<file path="config.mk">
export PLATFORM = sky130hd
export DESIGN_NAME = cache_burst_counter
export DESIGN_NICKNAME = d
export VERILOG_FILES = /design/src/rtl/cache_burst_counter.sv
export SDC_FILE = /design/constraint.sdc
export NUM_CORES = 1
export LEC_CHECK = 0
export CAP_MARGIN = 20
export CORE_AREA = 2 2 39 41
export DETAILED_ROUTE_END_ITERATION = 8
export DIE_AREA = 0 0 41 43
export PLACE_DENSITY = 0.68
export SLEW_MARGIN = 40
export SYNTH_ARGS = -nofsm -noshare
export SYNTH_HDL_FRONTEND = slang
export SYNTH_SLANG_ARGS = --single-unit
export TNS_END_PERCENT = 100
</file>
<file path="constraint.sdc">
create_clock -name clk -period 3.4 [get_ports clk]
set_input_delay 0.51 -clock clk [delete_from_list [all_inputs] [get_ports clk]]
set_output_delay 0.51 -clock clk [all_outputs]
set_load 0.01 [all_outputs]
</file>
<file path="src/rtl/cache_burst_counter.sv">
// Beat sequencer for one cache-line refill or write-back burst.
// Supports partial bursts, critical-word-first wrap, stall, abort and a done pulse.
module cache_burst_counter #(
  parameter  int unsigned BEATS = 4,
  localparam int unsigned IDX_W = $clog2(BEATS)
) (
  input  logic             clk,
  input  logic             rst,
  input  logic             start,
  input  logic             wrap_en,
  input  logic [IDX_W-1:0] start_off,
  input  logic [IDX_W-1:0] len_m1,
  input  logic             beat_ok,
  input  logic             stop,
  input  logic             abort,
  output logic             busy,
  output logic [IDX_W-1:0] idx,
  output logic [IDX_W-1:0] beat_cnt,
  output logic             last,
  output logic             done
);

  typedef enum logic [1:0] {
    IDLE = 2'd0,
    RUN  = 2'd1,
    DONE = 2'd2
  } state_t;

  state_t           state_q, state_d;
  logic [IDX_W-1:0] idx_q, idx_d;
  logic [IDX_W-1:0] cnt_q, cnt_d;
  logic [IDX_W-1:0] len_q, len_d;
  logic             busy_q, busy_d;
  logic             done_q, done_d;
  logic             last_c;

  // Final beat is decoded from registers only, so there is no input-to-output path.
  assign last_c = (state_q == RUN) && (cnt_q == len_q);

  // State and datapath registers.
  always_ff @(posedge clk or posedge rst) begin
    if (rst) begin
      state_q <= IDLE;
      idx_q   <= '0;
      cnt_q   <= '0;
      len_q   <= '0;
      busy_q  <= 1'b0;
      done_q  <= 1'b0;
    end else begin
      state_q <= state_d;
      idx_q   <= idx_d;
      cnt_q   <= cnt_d;
      len_q   <= len_d;
      busy_q  <= busy_d;
      done_q  <= done_d;
    end
  end

  // Next state and datapath; priority in RUN is abort, then stop, then beat_ok.
  always_comb begin
    state_d = state_q;
    idx_d   = idx_q;
    cnt_d   = cnt_q;
    len_d   = len_q;
    case (state_q)
      IDLE, DONE: begin
        state_d = IDLE;
        idx_d   = '0;
        cnt_d   = '0;
        if (start) begin
          state_d = RUN;
          idx_d   = wrap_en ? start_off : '0;
          len_d   = len_m1;
        end
      end
      RUN: begin
        if (abort) begin
          state_d = IDLE;
          idx_d   = '0;
          cnt_d   = '0;
        end else if (!stop && beat_ok) begin
          // The final beat's index and count stay visible through DONE.
          if (last_c) begin
            state_d = DONE;
          end else begin
            idx_d = idx_q + IDX_W'(1);
            cnt_d = cnt_q + IDX_W'(1);
          end
        end
      end
      default: begin
        state_d = IDLE;
        idx_d   = '0;
        cnt_d   = '0;
      end
    endcase
    busy_d = (state_d == RUN);
    done_d = (state_d == DONE);
  end

  assign busy     = busy_q;
  assign done     = done_q;
  assign idx      = idx_q;
  assign beat_cnt = cnt_q;
  assign last     = last_c;

endmodule

</file>
==> impl_results.md, run 1 <==
- Outcome: finished clean
- Average cell area after synthesis: between 10 and 15 µm²
- Share of final-layout standard cells stronger than drive strength 1: 0.206
- Net count after synthesis: 53
- Number of detailed-routing iterations run before antenna repair: 3
- Total length of routed wires: approximately 980 µm
- Leading cell type in the layout, fill and taps excluded: sky130_fd_sc_hd__clkdlybuf4s50_1
- Cell type group with the largest total delay on the critical path: buffers and inverters
- Worst min-delay path class: primary input to asynchronous set/reset pin
- Die width: around 41 µm
- Sum of negative setup slack: 0 ns
- Detailed Route Iter0 Violations: 4
- Final hold vios: 0
- Overall global routing resource usage: 0.145
- Die Span Y: 43 µm
- CTS tree: yes
- Slew headroom: 0.679
- Top_reg_cell synth: sky130_fd_sc_hd__dfrtp_1
- Number of maximum-capacitance constraint violations: 0
- Number of routed nets with antenna violations: 0
- Average detailed-routed wire length per instance: between 10 and 15 µm
- Placed standard-cell area: 679 µm²
- Crit path largest cell delay: around 0.53 ns
- Area of the mapped netlist: slightly below 500 µm²
- Critical path class: flip-flop to output pin
- Design Area, Final: 716 µm²
- Number of placed instances, taps included: 75
- Cells along the critical path: xnor2_1, and4b_2, clkdlybuf4s50_1
- Starting density of the core: 0.354
- Number of post-CTS setup repair buffers: 0
- Cell count after synthesis: 42
- Highest attainable clock frequency: ~420 MHz
- Number of top-level pins: 18
- Period Utilization, post-route: 0.699
- Number of enable flip-flop cells after synthesis: 0
- Core area: around 0.0014 mm²
- Wire length of the first global-routing pass: 1.68 mm
- Unrepaired setup endpoints after global routing: false
- Fraction of registers with async set or reset after synthesis: 1.00
- Startpoint type of the worst setup path: flip-flop
- HPWL Detailed: approximately 770 µm
- Fill cell instance count of the final layout: 137
- Root Buffer Master: sky130_fd_sc_hd__clkbuf_4
- Register-to-Register Setup Slack: 1.94 ns
- Number of global-route vias before repair: 408
- Antenna violations before repair: 0
- Total number of vias: around 380
- Post-layout net count: between 70 and 80
- Static Leakage: 0.301 nW
- Port buffer count: 17
- Endpoint required time on the critical path: a little under 3 ns
- Synth warn: 0
- Detailed-route vias per instance: 4.86
- Clock network latency to the later pin of the worst-skew pair: around 0.28 ns
- Commonest cells after routing, fill and taps aside: sky130_fd_sc_hd__clkdlybuf4s50_1 (17), sky130_fd_sc_hd__dfrtp_1 (10), sky130_fd_sc_hd__xnor2_1 (4), sky130_fd_sc_hd__nor2_1 (4), sky130_fd_sc_hd__clkbuf_4 (3)
- DRC violation count after routing: 0
- Worst path bufs/invs: 1
- Number of non-filler instances in the completed layout: between 70 and 80
- Pin count of the biggest net entering global routing: 11
- Clock sinks: 10
- Maximum clock skew at final layout: ~0.0062 ns
- Tightest Pin Transition: ~0.48 ns
- Arrival time worst endpoint: ~1.9 ns
- Maximum buffer depth of the clock tree: 2
- Endpoint type of the worst setup path: output pin
- Number of endpoints failing setup at the final stage: 0
- Highest fanout seen on the critical path: 5
- Area growth, synth to finish: 46.3%
- Slowest-stage cell, CP: sky130_fd_sc_hd__clkdlybuf4s50_1
- Post-synthesis register bit count: 10
- Pwr Density: approximately 480 mW/mm²
- Post-layout min period: about 2.4 ns
- Total Die Area: 0.00176 mm²
- Worst-case hold slack: about 0.50 ns
- Global route total overflow: 0
- Global placement routability congestion: slightly above 0.7
- Number of instances resized during post-cts repair: 0
- Hold-fix buffer count after cts: 0
- Number of buffers inserted during clock tree synthesis: 3
- Diode count: 0
- Htree depth: 1
- Number of placement rows: 14
- Sequential cell area fraction in the yosys report: 0.512
- Worst voltage drop across the vdd grid: approximately 0.21 mV
- Netlist cell types: 22
- Pins Over Slew Limit: 0
- Clock transition at the registers of the reported paths: 0.08 ns
-- cells in the mapped netlist, types with 2 or more instances --
library cell,n,share of area
sky130_fd_sc_hd__nor2_1,4,0.031
sky130_fd_sc_hd__inv_1,2,0.015
sky130_fd_sc_hd__dfrtp_1,10,0.51
sky130_fd_sc_hd__a21o_1,2,0.031
sky130_fd_sc_hd__xnor2_1,4,0.072
sky130_fd_sc_hd__nand2_1,2,0.015
sky130_fd_sc_hd__a21oi_1,2,0.020
sky130_fd_sc_hd__mux2_2,2,0.046
-- layer usage --
layer / wire, µm / GRT usage
met5: 0 / 0
met3: 69 / 0.0471
met1: 458 / 0.197
met4: 21 / 0.0800
met2: 434 / 0.197
-- layout make-up --
cell class / instances / area [µm²] / area share
sequential: 10 / 250 / 0.350
multi-input combinational: 30 / 231 / 0.323
timing repair buffer: 17 / 170 / 0.238
clock buffer: 4 / 36.3 / 0.0507
tap: 16 / 20.0 / 0.0280
inverter: 2 / 7.51 / 0.0105
-- flip-flops by register name (all words and copies together), names as in the netlist --
| name | flops |
|---|---|
| done | 1 |
| len_q | 2 |
| beat_cnt | 2 |
| busy | 1 |
| idx | 2 |
| state_q | 2 |
-- worst register-to-register path, stage by stage (launching register included) --
cell	delay, ns
sky130_fd_sc_hd__dfrtp_1	0.44
sky130_fd_sc_hd__xnor2_1	0.32
sky130_fd_sc_hd__and4b_2	0.30
sky130_fd_sc_hd__nand2b_1	0.10
sky130_fd_sc_hd__a21o_1	0.19
-- kinds of logic after synthesis --
kind of cell,synth area share
mux,0.0460
compound gates,0.179
xor+xnor,0.0716
simple gates,0.176
flops,0.512
buf+inv,0.0154
-- metrics by stage --
step | total power [mW] | utilization | setup slack, ns
after global placement | 0.230 | 0.491 | 1.37
final | 0.341 | 0.517 | 1.02
after floorplan | 0.196 | - | 1.85
after CTS | 0.345 | 0.517 | 1.01
after detailed placement | 0.231 | 0.491 | 1.32
after global routing | 0.360 | 0.517 | 0.926
-- final timing paths --
path | start | endpoint | depth (start not counted)
max in group asynchronous | rst | beat_cnt[1]$_DFFE_PP0P_ | 2
min in group clk | len_q[0]$_DFFE_PP0P_ | len_q[0]$_DFFE_PP0P_ | 1
hold reg to reg | len_q[0]$_DFFE_PP0P_ | len_q[0]$_DFFE_PP0P_ | 1
hold / removal | rst | idx[1]$_DFFE_PP0P_ | 2
setup reg to reg | beat_cnt[0]$_DFFE_PP0P_ | busy$_DFF_PP0_ | 4
setup / recovery | beat_cnt[0]$_DFFE_PP0P_ | last | 3
-- report_power, final --
group | internal (mW) | switching [mW] | leakage, nW
combinational | 0.0487 | 0.0343 | 0.150
clock | 0.0651 | 0.0483 | 0.0210
sequential | 0.133 | 0.0117 | 0.130
Power figures use the tool's default switching activity.
==> run 2: changes to the inputs <==
==> constraint.sdc (replaced) <==
create_clock -name clk -period 2.2 [get_ports clk]
set_input_delay 0.33 -clock clk [delete_from_list [all_inputs] [get_ports clk]]
set_output_delay 0.33 -clock clk [all_outputs]
set_load 0.01 [all_outputs]
==> run 2 against run 1 <==
  * Total power grew 57%
  * Wire length up 4.4%
  * Clock power grew 50%
  * Combinational power increased by 67%
  * Count of clock-buffer cells in the layout unchanged
  * Critical path type unchanged
  * Highest routed layer unchanged
==> impl_results.md, run 2 (same netlist as run 1, synthesis figures left out) <==
- Total number of vias: 391 (+1.8%)
- Starting density of the core: 0.354 (unchanged)
- Pwr Density: 727 mW/mm² (+53%)
- Endpoint type of the worst setup path: output pin
- Pwr Total: 0.536 mW (+57%)
- Worst voltage drop across the vdd grid: 0.340 mV (+61%)
- Global placement routability congestion: 0.714 (+0.20%)
- Worst path bufs/invs: 1 (unchanged)
- Detailed Route Iter0 Violations: 3 (-1)
- Post-layout min period: between 2 and 2.5 ns
- Arrival time worst endpoint: 1.77 ns (-0.10 ns)
- Clock sinks: 10 (unchanged)
- Total Die Area: 0.00176 mm² (unchanged)
- Number of placement rows: 14 (unchanged)
- DRC violation count after routing: 0 (unchanged)
- Worst-case hold slack: 0.327 ns (-0.175 ns)
- Global route total overflow: 0 (unchanged)
- Setup slack after placement: 0.306 ns (-1.01 ns)
- Number of endpoints failing setup at the final stage: 0 (unchanged)
- Average detailed-routed wire length per instance: 12.8 µm (+3.1%)
- Crit path largest cell delay: 0.53 ns (about the same)
- Placed standard-cell area: 687 µm² (+1.1%)
- Setup slack of the critical path after layout: 0.0952 ns (-0.928 ns)
- Most used routing layer: met2
- Global routing usage on met1: 0.190 (-0.00749)
- CTS tree: yes
- Antenna violations before repair: 0 (unchanged)
- Core area: 0.00138 mm² (unchanged)
- Number of detailed-routing iterations run before antenna repair: 3 (unchanged)
- Clock transition at the registers of the reported paths: 0.07 ns (about the same)
- Cell type group with the largest total delay on the critical path: buffers and inverters
- Cells along the critical path: xnor2_2, and4b_2, clkdlybuf4s50_1
- Pins Over Slew Limit: 0 (unchanged)
- Share of final-layout standard cells stronger than drive strength 1: 0.250 (+0.0437)
- Outcome: finished clean
- Maximum buffer depth of the clock tree: 2 (unchanged)
- Die Span Y: 43 µm (unchanged)
- Number of non-filler instances in the completed layout: 80 (+1.3%)
- Highest attainable clock frequency: around 480 MHz
- Htree depth: 1 (unchanged)
- Diode count: 0 (unchanged)
- GR Layer Usage met2: 0.222 (+0.0250)
- Worst min-delay path class: primary input to asynchronous set/reset pin
- Sum of negative setup slack: 0 ns (unchanged)
- Commonest cells after routing, fill and taps aside: sky130_fd_sc_hd__clkdlybuf4s50_1 (17), sky130_fd_sc_hd__dfrtp_1 (10), sky130_fd_sc_hd__nor2_1 (4), sky130_fd_sc_hd__clkbuf_4 (3)
- Period Utilization, post-route: 0.957
- End-of-flow core utilization: 0.533 (+0.0163)
- Post-layout net count: 76 (+1.3%)
- Endpoint required time on the critical path: 1.87 ns (-1.02 ns)
- Slowest-stage cell, CP: sky130_fd_sc_hd__clkdlybuf4s50_1
- HPWL Detailed: 768 µm (+0.31%)
- Number of buffers inserted during clock tree synthesis: 3 (unchanged)
- Tightest Pin Transition: 0.468 ns (-0.0122 ns)
- Number of routed nets with antenna violations: 0 (unchanged)
- Critical path class: flip-flop to output pin
- Area growth, synth to finish: 50.9%
- Total length of routed wires: 1.03 mm (+4.4%)
- Number of maximum-capacitance constraint violations: 0 (unchanged)
- Design Area, Final: 738 µm² (+3.1%)
- Die width: 41 µm (unchanged)
- Number of placed instances, taps included: 76 (+1.3%)
- Wire length of the first global-routing pass: 1.73 mm (+2.9%)
- Pin count of the biggest net entering global routing: 11 (unchanged)
- Leading cell type in the layout, fill and taps excluded: sky130_fd_sc_hd__clkdlybuf4s50_1
- Clock network latency to the later pin of the worst-skew pair: 0.27 ns (about the same)
- Slew headroom: 0.688 (+0.00814)
- Highest fanout seen on the critical path: 5 (unchanged)
- Overall global routing resource usage: 0.154 (+0.00876)
- Startpoint type of the worst setup path: flip-flop
- Static Leakage: 0.315 nW (+4.6%)
- Unrepaired setup endpoints after global routing: false
- Number of global-route vias before repair: 394 (-3.4%)
- Root Buffer Master: sky130_fd_sc_hd__clkbuf_4
- Final hold vios: 0 (unchanged)
- Maximum clock skew at final layout: 0.00812 ns (+0.00189 ns)
- Fill cell instance count of the final layout: 138 (+0.73%)
- Number of top-level pins: 18 (unchanged)
- Detailed-route vias per instance: 4.89 (+0.55%)
- Grt met3 use: 0.0471 (unchanged)
- Port buffer count: 17 (unchanged)
## run 2: changes by cell type in the layout (fill, tap and decap cells not counted), sizes merged
| cell | delta |
|---|---|
| buf | +1 |
## run 2: worst paths after layout
path | startpoint | end | slack (ns) | depth (start not counted)
min in group clk | len_q[0]$_DFFE_PP0P_ | len_q[0]$_DFFE_PP0P_ | 0.57 | 1
min reg2reg | len_q[0]$_DFFE_PP0P_ | len_q[0]$_DFFE_PP0P_ | 0.57 | 1
max | beat_cnt[0]$_DFFE_PP0P_ | last | 0.1 | 3
min | rst | idx[1]$_DFFE_PP0P_ | 0.33 | 2
max reg2reg | state_q[1]$_DFF_PP0_ | idx[1]$_DFFE_PP0P_ | 0.81 | 4
max in group asynchronous | rst | len_q[0]$_DFFE_PP0P_ | 1.59 | 2
## run 2: power by group
| part | total, mW | switching (mW) | leakage (nW) | internal, mW |
|---|---|---|---|---|
| sequential | 0.227 | 0.0221 | 0.130 | 0.205 |
| clock | 0.170 | 0.0694 | 0.0210 | 0.101 |
| combinational | 0.139 | 0.0547 | 0.164 | 0.0842 |
## run 2: final cells by class
class                           count  area [µm²]  area share
Sequential cell                    10         250       0.339
Timing Repair Buffer               18         178       0.241
Inverter                            2        7.51      0.0102
Multi-Input combinational cell     30         246       0.334
Clock buffer                        4        36.3      0.0492
Tap cell                           16        20.0      0.0271
## run 2: routing by layer
layer / wire length [µm] / part of all wire
met1: 448 / 0.44
met2: 493 / 0.48
met3: 69 / 0.067
met4: 17 / 0.017
met5: 0 / 0
## run 2: what timing repair did
| action | 4_1_cts | 5_1_grt |
|---|---|---|
| setup endpoints to repair | 1 | 1 |
| setup buffers | 0 | 0 |
| pin swaps | 0 | 1 |
| hold buffers | 0 | 0 |
| resized for setup | 1 | 1 |
==> run 3: changes to the inputs <==
--- a/config.mk
+++ b/config.mk
@@ -7,6 +7,7 @@
 export LEC_CHECK = 0
 export CAP_MARGIN = 20
 export CORE_AREA = 2 2 39 41
+export CTS_CLUSTER_DIAMETER = 150
 export DETAILED_ROUTE_END_ITERATION = 8
 export DIE_AREA = 0 0 41 43
 export PLACE_DENSITY = 0.68
==> results of run 3 <==
The final DEF is identical to that of run 2; final timing and power are the same.
